File: src/rtl/pc_sequencer.sv
// pc_sequencer: next-PC controller. Drives npc_out every cycle so that holds,
// increments, redirects and halts all reach a PC register that loads
// unconditionally. Keeps a shadow copy of the PC and qualifies fetch.
module pc_sequencer #(
  parameter int unsigned          PC_W         = 10,
  parameter logic [PC_W-1:0]      RESET_VECTOR = '0,
  parameter int unsigned          PC_STEP      = 4
) (
  input  logic            clock,
  input  logic            reset,
  input  logic            stall,
  input  logic            branch_taken,
  input  logic [PC_W-1:0] branch_target,
  input  logic            jump,
  input  logic [PC_W-1:0] jump_target,
  input  logic            halt_req,
  input  logic            restart,
  output logic [PC_W-1:0] npc_out,
  output logic [PC_W-1:0] pc_shadow,
  output logic            fetch_valid,
  output logic            flush,
  output logic            halted
);

  typedef enum logic [2:0] {
    S_INIT  = 3'd0,
    S_RUN   = 3'd1,
    S_STALL = 3'd2,
    S_FLUSH = 3'd3,
    S_HALT  = 3'd4
  } state_t;

  state_t          r_state;
  state_t          w_state_next;
  logic [PC_W-1:0] r_pc;
  logic [PC_W-1:0] w_pc_inc;
  logic [PC_W-1:0] w_npc;
  logic            w_fetch_valid;
  logic            w_flush;
  logic            w_halted;

  // Sequential increment wraps naturally at the PC width.
  assign w_pc_inc = r_pc + PC_W'(PC_STEP);

  // State and shadow PC; the shadow follows npc so it mirrors the PC register.
  always_ff @(posedge clock) begin
    if (reset) begin
      r_state <= S_INIT;
      r_pc    <= RESET_VECTOR;
    end else begin
      r_state <= w_state_next;
      r_pc    <= w_npc;
    end
  end

  // Next-state, next-PC and fetch qualifiers; priority halt > jump > branch > stall.
  always_comb begin
    w_state_next  = r_state;
    w_npc         = r_pc;
    w_fetch_valid = 1'b0;
    w_flush       = 1'b0;
    w_halted      = 1'b0;
    case (r_state)
      S_INIT: begin
        w_npc        = RESET_VECTOR;
        w_state_next = S_RUN;
      end
      S_RUN, S_STALL: begin
        w_fetch_valid = 1'b1;
        if (halt_req) begin
          w_npc        = r_pc;
          w_state_next = S_HALT;
        end else if (jump) begin
          w_npc        = jump_target;
          w_state_next = S_FLUSH;
        end else if (branch_taken) begin
          w_npc        = branch_target;
          w_state_next = S_FLUSH;
        end else if (stall) begin
          w_npc        = r_pc;
          w_state_next = S_STALL;
        end else begin
          w_npc        = w_pc_inc;
          w_state_next = S_RUN;
        end
      end
      S_FLUSH: begin
        // Shadow already holds the target; step past it, giving one bubble.
        w_flush      = 1'b1;
        w_npc        = w_pc_inc;
        w_state_next = S_RUN;
      end
      S_HALT: begin
        w_halted = 1'b1;
        if (restart) begin
          w_npc        = RESET_VECTOR;
          w_state_next = S_INIT;
        end
      end
      default: begin
        w_npc        = RESET_VECTOR;
        w_state_next = S_INIT;
      end
    endcase
    if (reset) begin
      w_npc        = RESET_VECTOR;
      w_state_next = S_INIT;
    end
  end

  assign npc_out     = w_npc;
  assign pc_shadow   = r_pc;
  assign fetch_valid = w_fetch_valid;
  assign flush       = w_flush;
  assign halted      = w_halted;

endmodule

File: config.mk
export PLATFORM = sky130hd
export DESIGN_NAME = pc_sequencer
export DESIGN_NICKNAME = d
export VERILOG_FILES = /design/src/rtl/pc_sequencer.sv
export SDC_FILE = /design/constraint.sdc
export NUM_CORES = 1
export LEC_CHECK = 0
export ABC_AREA = 1
export BUFFER_PORTS_ARGS = -buffer_cell sky130_fd_sc_hd__clkbuf_2
export CORE_MARGIN = 2
export CORE_UTILIZATION = 46
export DETAILED_ROUTE_END_ITERATION = 8
export PLACE_DENSITY_LB_ADDON = 0.12
export SLEW_MARGIN = 20
export SYNTH_ARGS = -nofsm -noshare
export SYNTH_HDL_FRONTEND = slang
export SYNTH_SLANG_ARGS = --single-unit
File: constraint.sdc
create_clock -name clock -period 1.65 [get_ports clock]
set_input_delay 0.0825 -clock clock [delete_from_list [all_inputs] [get_ports clock]]
set_output_delay 0.0825 -clock clock [all_outputs]
set_load 0.01 [all_outputs]
==> results of run 1 <==
[power by group]
group	internal [µW]	switching, µW	total (µW)
Sequential	336	30.6	367
Clock	93.8	113	207
Combinational	155	214	369
Total	584	358	942
[worst min-delay path, delay by kind of cell]
family | cells | cell delay [ns]
AND/OR/NAND/NOR | 2 | 0.14
buffers and inverters | 2 | 0.16
[kinds of logic (layout without fill, tap and decap cells)]
logic type	count (synthesis)	in the layout	share of synthesized area, %
AOI/OAI and AO/OA	62	62	30.20
and+or+nand+nor	87	88	33.87
adders and majority gates	1	1	1.148
DFF	13	13	23.88
buffers and inverters	30	90	10.91
[routing by layer]
metal,share of wire [%],global-route usage [%],vias to the layer above
li1,-,-,771
met1,40,30.56,713
met2,51,50.21,82
met3,8.3,5.429,6
met4,0.51,6.410,0
met5,0,0,-
[flip-flops by register name, indices dropped and copies added (netlist names)]
| register | cells |
|---|---|
| pc_shadow | 10 |
| r_state | 3 |
[path summary, 6_finish.rpt]
path,start,to,slack (ns),cells past startpoint
setup / recovery,pc_shadow[2],npc_out[4],-0.08,9
hold / removal,halt_req,r_state[1],0.13,4
setup reg to reg,pc_shadow[4],pc_shadow[9],0,12
hold reg to reg,r_state[2],r_state[0],0.48,1
[layout by cell type (no fill, tap or decap), drive strengths merged, types with 3 or more instances in the layout]
cell type  count
a21oi         35
nand3         12
a22oi          3
o211ai         3
dfxtp         13
o21ai         20
nand2         48
nor3           5
inv           23
clkbuf        46
buf           21
nor2          23
[area by class of cell]
| cell class | instances | area [µm²] |
|---|---|---|
| flip-flops and latches | 13 | 284.0 |
| well taps | 28 | 35.03 |
| clock buffers | 4 | 26.28 |
| multi-input cells | 151 | 823.3 |
| repair buffers | 63 | 357.8 |
| inverters | 23 | 91.34 |
| fillers | 212 | 615.6 |
[metrics by stage]
step                std cells  hold slack [ns]  worst slack (ns)
finish                    282           0.1316          -0.07546
global route              282           0.1549           -0.1797
CTS                       280           0.1360          -0.04116
detailed placement        267           0.4408            0.1073
global placement          267           0.4352            0.1585
floorplan                 193           0.1516            0.2266
[repair_timing]
action	4_1_cts	5_1_grt
gates resized for setup	25	35
endpoints found under the setup margin	8	11
pin swaps	10	12
buffers inserted	9	1
cloned	0	1
==> results_dict.tcl, run 1 <==
set metrics [dict create \
    grt_max_degree 24 \
    layout_min_cycle_time_ns 1.725 \
    io_buffers 49 \
    ys_seq_area_share_pct 23.88 \
    ys_async_sr_fraction_pct 0 \
    synth.most_common_cell "nand2_1" \
    power_uw 942.3 \
    power_leakage_uw 0.0007793 \
    io_pins 50 \
    yosys-top-cells-count "48 x nand2_1, 35 x a21oi_1, 22 x inv_1" \
    fin_crit_sh_pct 104.6 \
    finalSetupViolations 5 \
    ir_drop_mv 0.4905 \
    synth.top_cell.area_share_pct 23.88 \
    core_area_um2 2233 \
    synth-seq-cells 13 \
    arrival_ns 1.64 \
    wl_per_cell_um 13.17 \
    ant_nets 0 \
    rows 17 \
    tightest_slew_ns 0.4514 \
    htree_levels 1 \
    maxSlewHeadroom_pct 69.91 \
    design_area_um2 1618 \
    drtIter0Drc 36 \
    clock_skew_ns 0.005327 \
    maxSlewViolCount 0 \
    place_congestion 0.8654 \
    crit_path_end_kind "output pin" \
    routed_wl_um 3715 \
    synth_nets 221 \
    drv_cap 0 \
    critPathTopFamily "compound AO/OA/AOI/OAI gates" \
    clk_latency_ns 0.28 \
    grt_pass1_vias 1364 \
    yosysUniqueCellTypes 19 \
    dp_hpwl_um 2375 \
    cts_buffers 3 \
    cts_root_buffer "clkbuf_4" \
    viasPerCell 5.574 \
    globalRouteTotalUtil_pct 26.81 \
    cts_tree "built" \
    cts.sinks 13 \
    clockBufferDepth 2 \
    start_util_pct 48.80 \
    failed_checks "negative setup slack" \
    ctsHoldBuffers 0 \
    synthTopCellsByArea "dfxtp_1 24%, nand2_1 17%, a21oi_1 16%" \
    hold_viol_final 0 \
    syn_area_um2 1090 \
    critPathRequiredTime_ns 1.57 \
    critical-path-max-stage-delay_ns 0.37 \
    crit_path_start_kind "flip-flop" \
    worst_setup_hold_path_clk_slew_ns 0.09 \
    route.detailed.drc 0 \
    dieArea_um2 2775 \
    antenna_found_initial 0 \
    overflow 0 \
    synthFlopType "dfxtp_1" \
    grt_pass1_wl_um 5616 \
    cpMaxStageDelayCell "dfxtp_4" \
    fin_util_pct 72.44 \
    min-delay-path-class "in2reg" \
    critPathBufInv 2 \
    synth.avg_cell_area_um2 5.647 \
    ys_warn_count 0 \
    synth-edff-count 0 \
    worstSetupPathType "reg2out" \
    fin_setup_tns_ns -0.1271 \
    timing.critical_path.cells "ha_4 > nand2_4 > inv_4 > nor2_4 > nor2_2 > o21ai_1 > o211ai_1 > a21oi_1 > buf_2" \
    power_density_nw_per_um2 582.4 \
    place_area_um2 1368 \
    critPathMaxFanout 4 \
    setup_slack_ns -0.07546 \
    die_x_um 52.68 \
    first_pass_iters 4 \
    diodes 0 \
    nNetsFinal 283 \
    rsz0062_at_grt "true" \
    synth_area_leader_cell "dfxtp_1" \
    dieHeight_um 52.68 \
    syn_inst 193 \
    num_vias 1572 \
    status "finished, violations left" \
    fmax_mhz 579.6 \
    drive_gt1_share_pct 39.76 \
    syn2layout_area_growth_pct 48.45 \
]
No activity file was read; power rests on OpenSTA's default activity.
==> run 2, diff against run 1 <==
Settings changed: PLACE_DENSITY set to 0.76, PLACE_DENSITY_LB_ADDON 0.12 to not set.
==> run 2 against run 1 <==
The flow still finishes with violations (negative setup slack). Sequential power about the same. Sequential share of layout area rose by 0.26 points. Critical path depth is the same. Flip-flop and latch count unchanged. Hold slack improved by 0.0061 ns. Clock skew shrank 0.0029 ns. Clock power grew 3%. Register-to-register slack gained 0.33 ns. Via count shrank 2.2%. Maximum frequency about the same. Global-route usage about the same. Largest cell class unchanged. Largest power group is now registers.
==> results_dict.tcl, run 2 (same netlist as run 1, synthesis figures left out) <==
set metrics [dict create \
    tightest_slew_ns 0.4603 \
    die_x_um 52.68 \
    hold_end "r_state[1]" \
    num_vias 1538 \
    internal-power_uw 572.7 \
    dieHeight_um 52.68 \
    largest_reg_flops 10 \
    clockBufferDepth 2 \
    arrival_ns 1.64 \
    worst_setup_hold_path_clk_slew_ns 0.09 \
    core_area_um2 2233 \
    power_uw 932.3 \
    swShare_pct 38.57 \
    first_pass_iters 4 \
    clock_skew_ns 0.002465 \
    maxSlewHeadroom_pct 69.32 \
    status "finished, violations left" \
    ant_nets 0 \
    rr_endpoint "pc_shadow[6]" \
    setup_slack_ns -0.07543 \
    layout_commonest_cell "clkbuf_2" \
    globalRouteTotalUtil_pct 26.86 \
    overflow 0 \
    p_sw_uw 359.6 \
    multi_input_area_um2 828.3 \
    grt_max_degree 24 \
    cts.sinks 13 \
    drive_gt1_share_pct 41.83 \
    failed_checks "negative setup slack" \
    min-delay-path-class "in2reg" \
    layout_min_cycle_time_ns 1.725 \
    pwr-share-clk_pct 23.0 \
    cts_tree "built" \
    io_buffers 49 \
    place_area_um2 1375 \
    grt_pass1_vias 1281 \
    cts_buffers 3 \
    routed_wl_um 3744 \
    drv_cap 0 \
    antenna_found_initial 0 \
    crit_path_start_kind "flip-flop" \
    worstSetupPathType "reg2out" \
    io_pins 50 \
    reg2reg_slack_ns 0.33 \
    dp_slack_ns 0.1073 \
    ir_drop_mv 0.5287 \
    clk_latency_ns 0.29 \
    hold_viol_final 0 \
    htree_levels 1 \
    timing.rr.start "pc_shadow[2]" \
    crit_path_end_kind "output pin" \
    grt_pass1_wl_um 5547 \
    fin_crit_sh_pct 104.6 \
    power_density_nw_per_um2 584.9 \
    ctsHoldBuffers 0 \
    viasPerCell 5.513 \
    min_path_cells 4 \
    cts_root_buffer "clkbuf_4" \
    instances_no_fill 279 \
    rsz0062_at_grt "true" \
    fmax_mhz 579.6 \
    seq_area_um2 284.0 \
    seqPwrFrac_pct 39.4 \
    design_area_um2 1594 \
    combPwrFrac_pct 37.6 \
    finalSetupViolations 5 \
    nNetsFinal 280 \
    maxSlewViolCount 0 \
    dp_hpwl_um 2460 \
    rows 17 \
    critPathRequiredTime_ns 1.57 \
    critPathMaxFanout 4 \
    dpl.cell_count 268 \
    route.detailed.drc 0 \
    min_from "halt_req" \
    drtIter0Drc 47 \
    final_cell_mix "43 x clkbuf_2, 38 x nand2_1, 33 x a21oi_1" \
    power_leakage_uw 0.0007571 \
    wl_per_cell_um 13.42 \
    diodes 0 \
    fillers 208 \
    r2r_cells 8 \
    place_congestion 0.8331 \
    dieArea_um2 2775 \
    start_util_pct 48.80 \
    syn2layout_area_growth_pct 46.27 \
]
[run 2: cell count changes in the layout (fill, tap and decap cells not counted), sizes merged]
cell    previous run  this run
clkbuf            46        47
buf               21        17
[run 2: final cells by class]
cell class	count	area share, %
clock buffer	4	1.648
timing repair buffer	60	20.80
multi-input combinational	151	51.96
tap	28	2.198
sequential	13	17.82
inverter	23	5.573
[run 2: timing repair]
| action | 4_1_cts | 5_1_grt |
|---|---|---|
| setup endpoints to repair | 8 | 10 |
| gates resized for setup | 21 | 36 |
| pin swaps | 7 | 8 |
| setup buffers | 4 | 2 |
| cloned | 0 | 1 |
[run 2: worst max path at each step]
stage                       endpoint  depth (start not counted)         start
after floorplan           npc_out[4]                          8  pc_shadow[3]
after global placement    npc_out[4]                          9  pc_shadow[2]
after CTS                 npc_out[4]                          9  pc_shadow[2]
final                     npc_out[6]                          9  pc_shadow[2]
after detailed placement  npc_out[4]                          9  pc_shadow[2]
after global routing      npc_out[4]                          9  pc_shadow[2]
[run 2: power groups by stage]
stage / Clock (µW) / Combinational (µW) / Sequential (µW)
3_3_place_gp: 0 / 291 / 363
5_1_grt: 229 / 387 / 370
3_5_place_dp: 0 / 290 / 363
6_report: 214 / 350 / 368
2_1_floorplan: 0 / 175 / 368
4_1_cts: 213 / 314 / 361
[run 2: metrics by stage]
| stage | utilization [%] | TNS (ns) | hold WS [ns] |
|---|---|---|---|
| after floorplan | - | 0 | 0.1516 |
| after global placement | 61.57 | 0 | 0.4448 |
| after detailed placement | 61.57 | 0 | 0.4475 |
| after CTS | 66.89 | -0.1995 | 0.1517 |
| after global routing | 71.37 | -0.9444 | 0.1588 |
| final | 71.37 | -0.2502 | 0.1376 |
[run 2: worst max-delay path: stages, from the launching register on]
cell and delay (ns):
dfxtp_4 0.38, ha_4 0.15, nand2_4 0.07, o21ai_2 0.14, nand2_2 0.08, o21ai_2 0.12
nand2_1 0.08, a21oi_2 0.14, nor2_1 0.05, buf_2 0.15
[run 2: metal layers]
metal | GRT usage [%] | routed length (µm) | up-vias
met5 | 0 | 0 | -
met4 | 8.120 | 73 | 0
met3 | 6.857 | 365 | 11
met2 | 45.00 | 1767 | 85
met1 | 33.45 | 1538 | 675
li1 | - | - | 767
